## config.mk

```make
export PLATFORM = sky130hd
export DESIGN_NAME = mcu_spi_slave_flat
export DESIGN_NICKNAME = d
export VERILOG_FILES = /design/src/rtl/mcu_pkg.sv /design/src/rtl/mcu_spi_slave_if.sv /design/src/rtl/spi_sync_edge.sv /design/src/rtl/mcu_spi_slave.sv /design/src/flat_wrapper.sv
export SDC_FILE = /design/constraint.sdc
export NUM_CORES = 1
export LEC_CHECK = 0
export BUFFER_PORTS_ARGS = -buffer_cell sky130_fd_sc_hd__buf_2
export CORE_UTILIZATION = 55
export CTS_BUF_LIST = sky130_fd_sc_hd__clkbuf_4 sky130_fd_sc_hd__clkbuf_8
export DETAILED_ROUTE_END_ITERATION = 10
export PLACE_DENSITY = 0.81
export SYNTH_ARGS = -nofsm -noshare
export SYNTH_HDL_FRONTEND = slang
export SYNTH_SLANG_ARGS = --single-unit
export TNS_END_PERCENT = 1
```

## constraint.sdc

```tcl
create_clock -name clk -period 6 [get_ports clk]
set_input_delay 0 -clock clk [delete_from_list [all_inputs] [get_ports clk]]
set_output_delay 0 -clock clk [all_outputs]
set_load 0.005 [all_outputs]
```

## src/rtl/mcu_pkg.sv

```systemverilog
// Shared constants for the MCU SPI slave: target ids, FSM state codes, default MISO sync byte.
// Also holds the target decode helper.
package mcu_pkg;

  localparam logic [7:0] TGT_SYS  = 8'd0;
  localparam logic [7:0] TGT_HID  = 8'd1;
  localparam logic [7:0] TGT_OSD  = 8'd2;
  localparam logic [7:0] TGT_SDC  = 8'd3;
  localparam logic [7:0] TGT_NONE = 8'hff;

  localparam logic [7:0] SYNC_BYTE_DEFAULT = 8'h5c;

  typedef logic [1:0] state_t;

  localparam state_t ST_IDLE    = 2'd0;
  localparam state_t ST_TARGET  = 2'd1;
  localparam state_t ST_COMMAND = 2'd2;
  localparam state_t ST_PAYLOAD = 2'd3;

  // Strobe vector is {sdc, osd, hid, sys}; unknown ids select nobody.
  function automatic logic [3:0] tgt_onehot(input logic [7:0] tgt);
    logic [3:0] oh;
    oh = 4'b0000;
    case (tgt)
      TGT_SYS: oh = 4'b0001;
      TGT_HID: oh = 4'b0010;
      TGT_OSD: oh = 4'b0100;
      TGT_SDC: oh = 4'b1000;
      default: oh = 4'b0000;
    endcase
    return oh;
  endfunction

endpackage

```

## src/rtl/mcu_spi_slave_if.sv

```systemverilog
// Pin and target-side bundle of the MCU SPI slave.
// The slave modport is the FPGA side; master is the MCU plus message consumers.
interface mcu_spi_slave_if;

  logic       spi_csn;
  logic       spi_sclk;
  logic       spi_mosi;
  logic       spi_miso;

  logic [7:0] data_in;
  logic       data_in_start;
  logic       sys_strobe;
  logic       hid_strobe;
  logic       osd_strobe;
  logic       sdc_strobe;

  logic [7:0] sys_dout;
  logic [7:0] hid_dout;
  logic [7:0] osd_dout;
  logic [7:0] sdc_dout;

  modport slave (
    input  spi_csn,
    input  spi_sclk,
    input  spi_mosi,
    input  sys_dout,
    input  hid_dout,
    input  osd_dout,
    input  sdc_dout,
    output spi_miso,
    output data_in,
    output data_in_start,
    output sys_strobe,
    output hid_strobe,
    output osd_strobe,
    output sdc_strobe
  );

  modport master (
    output spi_csn,
    output spi_sclk,
    output spi_mosi,
    output sys_dout,
    output hid_dout,
    output osd_dout,
    output sdc_dout,
    input  spi_miso,
    input  data_in,
    input  data_in_start,
    input  sys_strobe,
    input  hid_strobe,
    input  osd_strobe,
    input  sdc_strobe
  );

endinterface

```

## src/rtl/spi_sync_edge.sv

```systemverilog
// Multi-flop synchroniser for an asynchronous pin, with optional rise/fall detection
// taken from the last two synchronised samples. Stages is legal from 2 to 3.
module spi_sync_edge #(
  parameter int unsigned Stages     = 2,
  parameter logic        ResetVal   = 1'b0,
  parameter bit          EdgeDetect = 1'b0
) (
  input  logic clk_i,
  input  logic rst_ni,
  input  logic d_i,
  output logic q_o,
  output logic rise_o,
  output logic fall_o
);

  logic [Stages-1:0] sync_q;

  always_ff @(posedge clk_i or negedge rst_ni) begin
    if (!rst_ni) begin
      sync_q <= {Stages{ResetVal}};
    end else begin
      sync_q <= {sync_q[Stages-2:0], d_i};
    end
  end

  assign q_o = sync_q[Stages-1];

  if (EdgeDetect) begin : g_edge
    logic prev_q;

    always_ff @(posedge clk_i or negedge rst_ni) begin
      if (!rst_ni) begin
        prev_q <= ResetVal;
      end else begin
        prev_q <= sync_q[Stages-1];
      end
    end

    assign rise_o = sync_q[Stages-1] & ~prev_q;
    assign fall_o = ~sync_q[Stages-1] & prev_q;
  end else begin : g_plain
    assign rise_o = 1'b0;
    assign fall_o = 1'b0;
  end

endmodule

```

## src/rtl/mcu_spi_slave.sv

```systemverilog
// Oversampled mode-0 SPI slave: first byte of a frame selects a target, later bytes are
// strobed to it, and the target's reply is shifted back on MISO one byte late.
module mcu_spi_slave
  import mcu_pkg::*;
#(
  parameter int unsigned SYNC_STAGES = 2,
  parameter logic [7:0]  SYNC_BYTE   = SYNC_BYTE_DEFAULT
) (
  input  logic            clk,
  input  logic            reset_n,
  mcu_spi_slave_if.slave  bus
);

  logic csn_s, sclk_s, mosi_s;
  logic sclk_rise, sclk_fall;
  logic csn_rise_unused, csn_fall_unused, mosi_rise_unused, mosi_fall_unused;

  spi_sync_edge #(
    .Stages     (SYNC_STAGES),
    .ResetVal   (1'b1),
    .EdgeDetect (1'b0)
  ) u_sync_csn (
    .clk_i  (clk),
    .rst_ni (reset_n),
    .d_i    (bus.spi_csn),
    .q_o    (csn_s),
    .rise_o (csn_rise_unused),
    .fall_o (csn_fall_unused)
  );

  spi_sync_edge #(
    .Stages     (SYNC_STAGES),
    .ResetVal   (1'b0),
    .EdgeDetect (1'b1)
  ) u_sync_sclk (
    .clk_i  (clk),
    .rst_ni (reset_n),
    .d_i    (bus.spi_sclk),
    .q_o    (sclk_s),
    .rise_o (sclk_rise),
    .fall_o (sclk_fall)
  );

  spi_sync_edge #(
    .Stages     (SYNC_STAGES),
    .ResetVal   (1'b0),
    .EdgeDetect (1'b0)
  ) u_sync_mosi (
    .clk_i  (clk),
    .rst_ni (reset_n),
    .d_i    (bus.spi_mosi),
    .q_o    (mosi_s),
    .rise_o (mosi_rise_unused),
    .fall_o (mosi_fall_unused)
  );

  state_t     state_q, state_d;
  logic [2:0] bit_cnt_q, bit_cnt_d;
  logic [6:0] shift_q, shift_d;
  logic [7:0] target_q, target_d;
  logic [7:0] data_in_q, data_in_d;
  logic       start_q, start_d;
  logic [3:0] strobe_q, strobe_d;
  logic [6:0] tx_sr_q, tx_sr_d;
  logic       miso_q, miso_d;
  logic       reload_q, reload_d;

  logic       active;
  logic       byte_done;
  logic [7:0] rx_byte;
  logic [7:0] dout_sel;

  assign active    = (state_q != ST_IDLE);
  assign byte_done = active && sclk_rise && (bit_cnt_q == 3'd7);
  assign rx_byte   = {shift_q, mosi_s};

  always_comb begin
    dout_sel = 8'h00;
    case (target_q)
      TGT_SYS: dout_sel = bus.sys_dout;
      TGT_HID: dout_sel = bus.hid_dout;
      TGT_OSD: dout_sel = bus.osd_dout;
      TGT_SDC: dout_sel = bus.sdc_dout;
      default: dout_sel = 8'h00;
    endcase
  end

  always_comb begin
    state_d   = state_q;
    bit_cnt_d = bit_cnt_q;
    shift_d   = shift_q;
    target_d  = target_q;
    data_in_d = data_in_q;
    start_d   = start_q;
    strobe_d  = 4'b0000;
    tx_sr_d   = tx_sr_q;
    miso_d    = miso_q;
    reload_d  = (|strobe_q) && active && !csn_s;

    if (active && sclk_rise) begin
      shift_d   = rx_byte[6:0];
      bit_cnt_d = bit_cnt_q + 3'd1;
    end

    // The fall that trails the 8th rise (count already wrapped) must not shift, or the
    // freshly reloaded reply would lose its MSB.
    if (active && sclk_fall && (bit_cnt_q != 3'd0)) begin
      miso_d  = tx_sr_q[6];
      tx_sr_d = {tx_sr_q[5:0], 1'b0};
    end

    if (reload_q && active) begin
      miso_d  = dout_sel[7];
      tx_sr_d = dout_sel[6:0];
    end

    case (state_q)
      ST_IDLE: begin
        if (!csn_s) begin
          state_d   = ST_TARGET;
          bit_cnt_d = 3'd0;
          miso_d    = SYNC_BYTE[7];
          tx_sr_d   = SYNC_BYTE[6:0];
        end
      end
      ST_TARGET: begin
        if (byte_done) begin
          target_d = rx_byte;
          miso_d   = 1'b0;
          tx_sr_d  = 7'd0;
          state_d  = ST_COMMAND;
        end
      end
      ST_COMMAND: begin
        if (byte_done) begin
          data_in_d = rx_byte;
          start_d   = 1'b1;
          strobe_d  = tgt_onehot(target_q);
          state_d   = ST_PAYLOAD;
        end
      end
      ST_PAYLOAD: begin
        if (byte_done) begin
          data_in_d = rx_byte;
          start_d   = 1'b0;
          strobe_d  = tgt_onehot(target_q);
        end
      end
      default: state_d = ST_IDLE;
    endcase

    // Deselect wins over everything except a byte that completes in the same clk.
    if (active && csn_s) begin
      state_d   = ST_IDLE;
      bit_cnt_d = 3'd0;
      miso_d    = 1'b0;
      reload_d  = 1'b0;
    end
  end

  always_ff @(posedge clk or negedge reset_n) begin
    if (!reset_n) begin
      state_q   <= ST_IDLE;
      bit_cnt_q <= 3'd0;
      shift_q   <= 7'd0;
      target_q  <= TGT_NONE;
      data_in_q <= 8'h00;
      start_q   <= 1'b0;
      strobe_q  <= 4'b0000;
      tx_sr_q   <= 7'd0;
      miso_q    <= 1'b0;
      reload_q  <= 1'b0;
    end else begin
      state_q   <= state_d;
      bit_cnt_q <= bit_cnt_d;
      shift_q   <= shift_d;
      target_q  <= target_d;
      data_in_q <= data_in_d;
      start_q   <= start_d;
      strobe_q  <= strobe_d;
      tx_sr_q   <= tx_sr_d;
      miso_q    <= miso_d;
      reload_q  <= reload_d;
    end
  end

  assign bus.spi_miso      = miso_q;
  assign bus.data_in       = data_in_q;
  assign bus.data_in_start = start_q;
  assign bus.sys_strobe    = strobe_q[0];
  assign bus.hid_strobe    = strobe_q[1];
  assign bus.osd_strobe    = strobe_q[2];
  assign bus.sdc_strobe    = strobe_q[3];

endmodule

```

## src/flat_wrapper.sv

```systemverilog
// flat-port wrapper written by rule: the top's interface ports become plain ports
module mcu_spi_slave_flat import mcu_pkg::*;
#(
  parameter int unsigned SYNC_STAGES = 2,
  parameter logic [7:0]  SYNC_BYTE   = SYNC_BYTE_DEFAULT
)
  (clk, reset_n, bus_spi_csn, bus_spi_sclk, bus_spi_mosi, bus_sys_dout, bus_hid_dout, bus_osd_dout, bus_sdc_dout, bus_spi_miso, bus_data_in, bus_data_in_start, bus_sys_strobe, bus_hid_strobe, bus_osd_strobe, bus_sdc_strobe);
  mcu_spi_slave_if bus_i ();
  input  logic clk;
  input  logic reset_n;
  input wire logic [$bits(bus_i.spi_csn)-1:0] bus_spi_csn;
  input wire logic [$bits(bus_i.spi_sclk)-1:0] bus_spi_sclk;
  input wire logic [$bits(bus_i.spi_mosi)-1:0] bus_spi_mosi;
  input wire logic [$bits(bus_i.sys_dout)-1:0] bus_sys_dout;
  input wire logic [$bits(bus_i.hid_dout)-1:0] bus_hid_dout;
  input wire logic [$bits(bus_i.osd_dout)-1:0] bus_osd_dout;
  input wire logic [$bits(bus_i.sdc_dout)-1:0] bus_sdc_dout;
  output wire logic [$bits(bus_i.spi_miso)-1:0] bus_spi_miso;
  output wire logic [$bits(bus_i.data_in)-1:0] bus_data_in;
  output wire logic [$bits(bus_i.data_in_start)-1:0] bus_data_in_start;
  output wire logic [$bits(bus_i.sys_strobe)-1:0] bus_sys_strobe;
  output wire logic [$bits(bus_i.hid_strobe)-1:0] bus_hid_strobe;
  output wire logic [$bits(bus_i.osd_strobe)-1:0] bus_osd_strobe;
  output wire logic [$bits(bus_i.sdc_strobe)-1:0] bus_sdc_strobe;
  assign bus_i.spi_csn = bus_spi_csn;
  assign bus_i.spi_sclk = bus_spi_sclk;
  assign bus_i.spi_mosi = bus_spi_mosi;
  assign bus_i.sys_dout = bus_sys_dout;
  assign bus_i.hid_dout = bus_hid_dout;
  assign bus_i.osd_dout = bus_osd_dout;
  assign bus_i.sdc_dout = bus_sdc_dout;
  assign bus_spi_miso = bus_i.spi_miso;
  assign bus_data_in = bus_i.data_in;
  assign bus_data_in_start = bus_i.data_in_start;
  assign bus_sys_strobe = bus_i.sys_strobe;
  assign bus_hid_strobe = bus_i.hid_strobe;
  assign bus_osd_strobe = bus_i.osd_strobe;
  assign bus_sdc_strobe = bus_i.sdc_strobe;
  mcu_spi_slave #(.SYNC_STAGES(SYNC_STAGES), .SYNC_BYTE(SYNC_BYTE)) u_core (.clk(clk), .reset_n(reset_n), .bus(bus_i));
endmodule
```

==> results.md, run 1 <==
- RD Place Congestion: around 0.77
- Routed wirelength normalized by instance count: 15.7 um
- CP Max Fanout: 21
- Period utilization: roughly 42%
- Class of the tightest hold or removal check: primary input to flop
- Max-cap violations: 0
- Wire length after detailed routing: about 4500 um
- Final critical-path required period: 2530 ps
- Max Fclk: 395 MHz
- Pin count of the biggest net entering global routing: 50
- Storage element area: between 0.001 and 0.0015 mm^2
- Number of setup violations in the final report: 0
- Total of warnings raised by yosys: 0
- CTS Root Buffer Type: sky130_fd_sc_hd__clkbuf_8
- Yosys reg bits: 49
- Number of DRC markers in iteration 0: around 150
- Synthesized area divided by synthesized cell count: between 10 and 15 um^2
- Antenna violations before repair: 0
- Worst Path Arrival: ~2700 ps
- Share of synthesized registers carrying an async set or reset: 100%
- Count of flip-flops with a built-in enable after synthesis: 0
- Overall fraction of global-route tracks in use: a little under a quarter
- First-pass GRT wire length: 7520 um
- Count of buffers inserted at the top-level ports: 50
- Chip Height: 67.3 um
- Met3 track demand over resource in global routing: 3.55%
- Setup Buffers After CTS: 0
- CTS tree: yes
- Top Usage Layer GRT: met1
- Type of element launching the critical path: flop
- Cell row count: 23
- Filler Cell Count: about 290
- RSZ-0062 raised after global routing: no
- Net count, final: between 200 and 300
- Share of final-layout standard cells stronger than drive strength 1: 43.6%
- Placed wire-length estimate: between 3000 and 4000 um
- Number of global-route vias before repair: between 1,500 and 2,000
- Commonest non-fill, non-tap cell in the layout: sky130_fd_sc_hd__buf_2
- Number of ports placed on the die boundary: 51
- Critical Setup Path Class: flop to flop
- Multi-input gate area in the final layout: a little over 0.001 mm^2
- Detailed-route via count: 1,610
- Post-synthesis cell type count: 39
- Chip width: just under 70 um
- Most frequent cells in the layout: sky130_fd_sc_hd__buf_2, sky130_fd_sc_hd__dfrtp_1, sky130_fd_sc_hd__mux2_2
- M1 GR Usage: 33.6%
- Total Die Area: ~0.0045 mm^2
- Final hold violation count: 0
- Initial Utilization: between 50% and 60%
- Length of the first detailed-routing pass in iterations: 4
- Leakage power: 0.00134 uW
- Maximum buffer depth of the clock tree: 2
- Worst Hold Slack: about 270 ps
- Normalized max-slew margin: 30.2%
- Run status: finished clean
- Finished Core Util: 68.1%
- Kind of end point of the critical path: flop
- Final number of max-transition violations: 0
- Leading register cell type out of synthesis: sky130_fd_sc_hd__dfrtp_1
- Final worst clock skew: roughly 8.2 ps
- Total grt overflow: 0
- DRC violations left: 0
- Via-to-Cell Ratio: about 5.6
- Post-Synthesis Cell Area: ~0.0023 mm^2
- Relative area change from synthesis to final layout: 17.7%
- Synthesized netlist net count: roughly 230
- Share of synthesized area occupied by flip-flops and latches: 52.7%
- Number of instances in the synthesized netlist: ~180
- Pin slew with the least headroom to its limit: around 1000 ps
- # diodes: 0
- Number of H-tree levels: 2
- GR Layer Usage met2: about a third
- Clock tree sinks: 49
- Data required, critical path: a little over 6000 ps
- Number of CTS-inserted buffers: 5
- Total chip power: between 800 and 900 uW
- Area of the core: 0.00406 mm^2
- Final total negative setup slack: 0 ps
- Clock Pin Slew Worst Setup and Hold Paths: 90 ps
- Source-to-sink clock delay at the later pin of the worst-skew pair: 300 ps
- Remaining antenna violation count: 0
- Total power density per cell area: 312 mW/mm^2
- Peak supply drop: ~0.00025 V
report_power, final:
group / internal, uW / total (uW) / switching [uW]
logic: 101 / 211 / 109
clock network: 128 / 233 / 104
registers: 376 / 419 / 43.2
cell families (layout without fill, tap and decap cells):
logic type	after synthesis	in the layout	share of synthesized area, %
and+or+nand+nor	33	33	7.99
adders and majority gates	7	7	3.73
muxes	35	35	20.4
AOI/OAI and AO/OA	36	36	10.3
DFF	49	49	52.7
buffers and inverters	22	74	4.10
xor gates and xnor gates	2	2	0.746
cell type report:
cell class / count / area share, %
clock buffers: 6 / 2.76
repair buffers: 55 / 10.8
flip-flops and latches: 49 / 44.8
clock inverters: 2 / 1.27
inverters: 11 / 1.49
well taps: 50 / 2.26
multi-input cells: 113 / 36.7
final timing paths:
kind / startpoint / to / slack (ps) / cells past startpoint
max: u_core.state_q[0]$_DFFE_PN0P_ / u_core.tx_sr_q[0]$_DFF_PN0_ / 3470 / 6
min: bus_sdc_dout[2] / u_core.tx_sr_q[2]$_DFF_PN0_ / 270 / 4
max reg2reg: u_core.state_q[0]$_DFFE_PN0P_ / u_core.tx_sr_q[0]$_DFF_PN0_ / 3470 / 6
min reg2reg: u_core.u_sync_mosi.sync_q[0]$_DFF_PN0_ / u_core.u_sync_mosi.sync_q[1]$_DFF_PN0_ / 360 / 0
max in group asynchronous: reset_n / u_core.shift_q[3]$_DFFE_PN0P_ / 4930 / 2
min in group asynchronous: reset_n / u_core.state_q[0]$_DFFE_PN0P_ / 420 / 2
flip-flops by register name (all words and copies together), names as in the netlist:
register,flops
u_core.bus.data_in,8
u_core.state_q,2
u_core.bit_cnt_q,3
u_core.bus.spi_miso,1
u_core.target_q,8
u_core.u_sync_csn.sync_q,2
u_core.reload_q,1
u_core.shift_q,7
u_core.u_sync_sclk.g_edge.prev_q,1
u_core.strobe_q,4
u_core.bus.data_in_start,1
u_core.u_sync_mosi.sync_q,2
u_core.u_sync_sclk.sync_q,2
u_core.tx_sr_q,7
critical path, stage by stage, from the launching register on:
cell and delay [ps]:
sky130_fd_sc_hd__dfrtp_1 470, sky130_fd_sc_hd__inv_1 100, sky130_fd_sc_hd__ha_1 430, sky130_fd_sc_hd__nor3b_1 350, sky130_fd_sc_hd__nand3_1 450, sky130_fd_sc_hd__a21boi_0 500, sky130_fd_sc_hd__a21oi_1 90
cells in the mapped netlist (4+ instances only):
library cell	instances	share of area, %
sky130_fd_sc_hd__o21ai_0	4	0.85
sky130_fd_sc_hd__a211oi_1	8	2.6
sky130_fd_sc_hd__buf_2	5	1.1
sky130_fd_sc_hd__mux4_2	8	7.7
sky130_fd_sc_hd__mux2i_1	4	1.7
sky130_fd_sc_hd__o41ai_1	4	1.5
sky130_fd_sc_hd__dfstp_2	10	11
sky130_fd_sc_hd__ha_1	7	3.7
sky130_fd_sc_hd__inv_1	11	1.8
sky130_fd_sc_hd__a21oi_1	11	2.3
sky130_fd_sc_hd__mux2_2	23	11
sky130_fd_sc_hd__dfrtp_1	39	42
sky130_fd_sc_hd__nand2_1	4	0.64
sky130_fd_sc_hd__nor2_1	11	1.8
per-stage QoR:
step | setup WS, ps | instance area, um^2 | instances
floorplan | 4120 | 2350 | 184
global placement | 3670 | 2610 | 274
detailed placement | 3460 | 2610 | 274
CTS | 3440 | 2770 | 286
global route | 3180 | 2770 | 286
finish | 3470 | 2770 | 286
timing repair:
action | 4_1_cts | 5_1_grt
hold buffers | 4 | 0
endpoints found under the hold margin | 42 | 0
resized for setup | 0 | 0
routing by layer:
layer	vias to the layer above	wire length [um]	share of wire (%)
met5	-	0	0
met4	0	93	2.1
met3	11	137	3.0
met2	30	2230	50
met1	797	2040	45
li1	772	-	-
(Power assumes the default switching activity.)
==> run 2, diff against run 1 <==
Settings changed: ABC_AREA from default to 1, CORE_UTILIZATION 55 to 51, PLACE_DENSITY 0.81 to 0.78.
Clock period 6 ns to 2.2 ns, I/O delays scaled along.
==> run 2 against run 1 <==
Against the previous run: sequential cell count stayed put; worst setup slack worse by 3100 ps; clock skew is 2.0 ps lower; largest cell class unchanged; utilization is 5.9 points lower; worst hold slack worse by 260 ps; critical path depth is 2 higher.
==> results.md, run 2 <==
- Maximum buffer depth of the clock tree: 2 (unchanged)
- Filler Cell Count: 416 (was 287)
- Detailed-route via count: 2,094 (was 1,610)
- Fraction of synthesized area in multiplexers: 0% (was 20.4%)
- Area of the core: 0.00472 mm^2 (was 0.00406 mm^2)
- Data required, critical path: 2360 ps (was 6170 ps)
- Total power density per cell area: 801 mW/mm^2 (was 312 mW/mm^2)
- Number of instances in the synthesized netlist: 290 (was 184)
- Cell row count: 25 (was 23)
- Clock tree sinks: 49 (unchanged)
- CP Max Fanout: 22 (was 21)
- Chip width: 71.9 um (was 67.3 um)
- CTS tree: yes (unchanged)
- Pin slew with the least headroom to its limit: 954 ps (was 1050 ps)
- Overall fraction of global-route tracks in use: 21.5% (was 22.8%)
- Pin count of the biggest net entering global routing: 46 (was 50)
- RD Place Congestion: 0.774 (was 0.767)
- Routed wirelength normalized by instance count: 12.0 um (was 15.7 um)
- Class of the tightest hold or removal check: primary input to flop (unchanged)
- Clock Pin Slew Worst Setup and Hold Paths: 100 ps (was 90 ps)
- Adder-cell area share of the yosys netlist: 3.51% (was 3.73%)
- Final number of max-transition violations: 0 (unchanged)
- Worst Path Arrival: 1980 ps (was 2700 ps)
- Max Fclk: 551 MHz (was 395 MHz)
- Setup Buffers After CTS: 0 (unchanged)
- Storage element area: 0.00124 mm^2 (unchanged)
- Final hold violation count: 0 (unchanged)
- Complex-gate fraction of the synthesized area: 11.9% (was 10.3%)
- Period utilization: 82.5% (was 42.2%)
- Peak supply drop: 0.000436 V (was 0.000254 V)
- Final critical-path required period: 1810 ps (was 2530 ps)
- Source-to-sink clock delay at the later pin of the worst-skew pair: 310 ps (was 300 ps)
- Wire length after detailed routing: 5000 um (was 4500 um)
- Initial Utilization: 52.8% (was 57.9%)
- CTS Root Buffer Type: sky130_fd_sc_hd__clkbuf_8 (unchanged)
- Count of buffers inserted at the top-level ports: 50 (unchanged)
- # diodes: 0 (unchanged)
- Share of final-layout standard cells stronger than drive strength 1: 28.6% (was 43.6%)
- Total of warnings raised by yosys: 0 (unchanged)
- RSZ-0062 raised after global routing: no (unchanged)
- Dominant cells by area after synthesis: sky130_fd_sc_hd__dfrtp_1, sky130_fd_sc_hd__dfstp_2, sky130_fd_sc_hd__nand2_1, sky130_fd_sc_hd__inv_1, sky130_fd_sc_hd__nand3_1 (was sky130_fd_sc_hd__dfrtp_1, sky130_fd_sc_hd__dfstp_2, sky130_fd_sc_hd__mux2_2, sky130_fd_sc_hd__mux4_2, sky130_fd_sc_hd__ha_1)
- Kind of end point of the critical path: flop (unchanged)
- Length of the first detailed-routing pass in iterations: 4 (unchanged)
- Normalized max-slew margin: 36.4% (was 30.2%)
- Leakage power: 0.00145 uW (was 0.00134 uW)
- Library cell with the largest summed area after synthesis: sky130_fd_sc_hd__dfrtp_1 (unchanged)
- Number of hold buffers added after cts: 6 (was 4)
- Most frequent cells in the layout: sky130_fd_sc_hd__nand2_1, sky130_fd_sc_hd__buf_2, sky130_fd_sc_hd__dfrtp_1 (was sky130_fd_sc_hd__buf_2, sky130_fd_sc_hd__dfrtp_1, sky130_fd_sc_hd__mux2_2)
- First-pass GRT wire length: 8690 um (was 7520 um)
- Number of setup violations in the final report: 0 (unchanged)
- Yosys reg bits: 49 (unchanged)
- Relative area change from synthesis to final layout: 18.0% (was 17.7%)
- Number of ports placed on the die boundary: 51 (unchanged)
- Main combinational cell family by area after synthesis: simple AND/OR/NAND/NOR gates (was multiplexers)
- Number of CTS-inserted buffers: 5 (unchanged)
- Multi-input gate area in the final layout: 0.00106 mm^2 (was 0.00101 mm^2)
- Finished Core Util: 62.3% (was 68.1%)
- Synth Area in XOR/XNOR: 0% (was 0.746%)
- Via-to-Cell Ratio: 5.02 (was 5.63)
- Remaining antenna violation count: 0 (unchanged)
- Synthesized netlist net count: 334 (was 228)
- Simple-gate share of the synthesized area: 27.1% (was 7.99%)
- Commonest non-fill, non-tap cell in the layout: sky130_fd_sc_hd__nand2_1 (was sky130_fd_sc_hd__buf_2)
- Total grt overflow: 0 (unchanged)
- Critical Setup Path Class: flop to flop (unchanged)
- Share of synthesized registers carrying an async set or reset: 100% (unchanged)
- Chip Height: 71.9 um (was 67.3 um)
- Total Die Area: 0.00517 mm^2 (was 0.00454 mm^2)
- Synth top area share: 39.2% (was 41.6%)
- Number of gates given a new drive strength after cts: 0 (unchanged)
- Run status: finished clean (unchanged)
- Number of H-tree levels: 2 (unchanged)
- Most common cell in the netlist: sky130_fd_sc_hd__nand2_1 (was sky130_fd_sc_hd__dfrtp_1)
- Number of DRC markers in iteration 0: 167 (was 145)
- Placed wire-length estimate: 3750 um (was 3280 um)
- Final worst clock skew: 6.11 ps (was 8.16 ps)
- Most frequent cells after synthesis: sky130_fd_sc_hd__nand2_1, sky130_fd_sc_hd__dfrtp_1, sky130_fd_sc_hd__inv_1, sky130_fd_sc_hd__nand3_1, sky130_fd_sc_hd__nor2_1 (was sky130_fd_sc_hd__dfrtp_1, sky130_fd_sc_hd__mux2_2, sky130_fd_sc_hd__a21oi_1, sky130_fd_sc_hd__inv_1, sky130_fd_sc_hd__nor2_1)
- Count of flip-flops with a built-in enable after synthesis: 0 (unchanged)
- Net count, final: 393 (was 279)
- Post-synthesis cell type count: 33 (was 39)
- Number of global-route vias before repair: 1,942 (was 1,554)
- Max-cap violations: 0 (unchanged)
- Share of synthesized area occupied by flip-flops and latches: 49.7% (was 52.7%)
- Type of element launching the critical path: flop (unchanged)
- DRC violations left: 0 (unchanged)
- Synthesized area divided by synthesized cell count: 8.59 um^2 (was 12.8 um^2)
- Leading register cell type out of synthesis: sky130_fd_sc_hd__dfrtp_1 (unchanged)
- Antenna violations before repair: 0 (unchanged)
- Post-Synthesis Cell Area: 0.00249 mm^2 (was 0.00235 mm^2)
- Final total negative setup slack: 0 ps (unchanged)
[run 2: changes by cell type after synthesis, moves of 7 or more]
cell,before,now
sky130_fd_sc_hd__nor2_1,11,20
sky130_fd_sc_hd__nand3_1,3,21
sky130_fd_sc_hd__mux2_2,23,0
sky130_fd_sc_hd__mux4_2,8,0
sky130_fd_sc_hd__o21ai_1,0,17
sky130_fd_sc_hd__inv_1,11,28
sky130_fd_sc_hd__nand2_1,4,70
sky130_fd_sc_hd__o21ai_0,4,11
[run 2: cell families (layout without fill, tap and decap cells)]
family	count (synthesis)	count (layout)
DFF	49	49
buffers and inverters	40	100
and+or+nand+nor	141	141
adders and majority gates	7	7
AOI/OAI and AO/OA	53	53
[run 2: path summary, 6_finish.rpt]
kind                       slack, ps                                    from                                endpoint  cells after the start
setup reg to reg                 390           u_core.state_q[0]$_DFFE_PN0P_       u_core.bus.data_in[5]$_DFFE_PN0P_                      8
setup / recovery                 390           u_core.state_q[0]$_DFFE_PN0P_       u_core.bus.data_in[5]$_DFFE_PN0P_                      8
hold / removal                    10                         bus_hid_dout[7]           u_core.bus.spi_miso$_DFF_PN0_                      5
hold reg to reg                  360  u_core.u_sync_mosi.sync_q[0]$_DFF_PN0_  u_core.u_sync_mosi.sync_q[1]$_DFF_PN0_                      0
max in group asynchronous       1100                                 reset_n          u_core.target_q[7]$_DFFE_PN1P_                      3
min in group asynchronous        370                                 reset_n       u_core.bus.data_in[1]$_DFFE_PN0P_                      2
[run 2: cell type report]
class / count / share of cell area, %
timing repair buffer: 60 / 11.6
tap: 67 / 2.85
clock inverter: 3 / 0.894
inverter: 32 / 4.13
sequential: 49 / 42.1
multi-input combinational: 201 / 36.1
clock buffer: 5 / 2.34
[run 2: per-stage QoR]
stage / instance area (um^2) / hold WS (ps) / std cells / power, uW / setup WS [ps]
2_1_floorplan: 2490 / -296 / 290 / 1620 / 669
3_3_place_gp: 2790 / 108 / 403 / 1780 / 499
3_5_place_dp: 2790 / 107 / 403 / 1810 / 390
4_1_cts: 2940 / 17.2 / 417 / 2370 / 368
5_1_grt: 2940 / 43.5 / 417 / 2530 / 198
6_report: 2940 / 12.3 / 417 / 2360 / 386
[run 2: layer usage]
| metal | wire (um) | vias to the layer above | GRT usage, % |
|---|---|---|---|
| li1 | - | 1059 | - |
| met1 | 2330 | 996 | 28.8 |
| met2 | 2470 | 32 | 36.0 |
| met3 | 137 | 7 | 3.89 |
| met4 | 61 | 0 | 6.54 |
| met5 | 0 | - | 0 |
[run 2: worst max-delay path, stage by stage, from the launching register on]
cell	delay [ps]
sky130_fd_sc_hd__dfrtp_1	410
sky130_fd_sc_hd__inv_1	90
sky130_fd_sc_hd__ha_1	290
sky130_fd_sc_hd__nor2_2	170
sky130_fd_sc_hd__nand2_2	80
sky130_fd_sc_hd__nor2_4	130
sky130_fd_sc_hd__o21ai_2	270
sky130_fd_sc_hd__nand2_1	150
sky130_fd_sc_hd__o21ai_1	80
[run 2: power by group]
group / total, uW / switching [uW] / internal, uW
Sequential: 1120 / 81.2 / 1040
Combinational: 679 / 427 / 252
Clock: 558 / 326 / 232
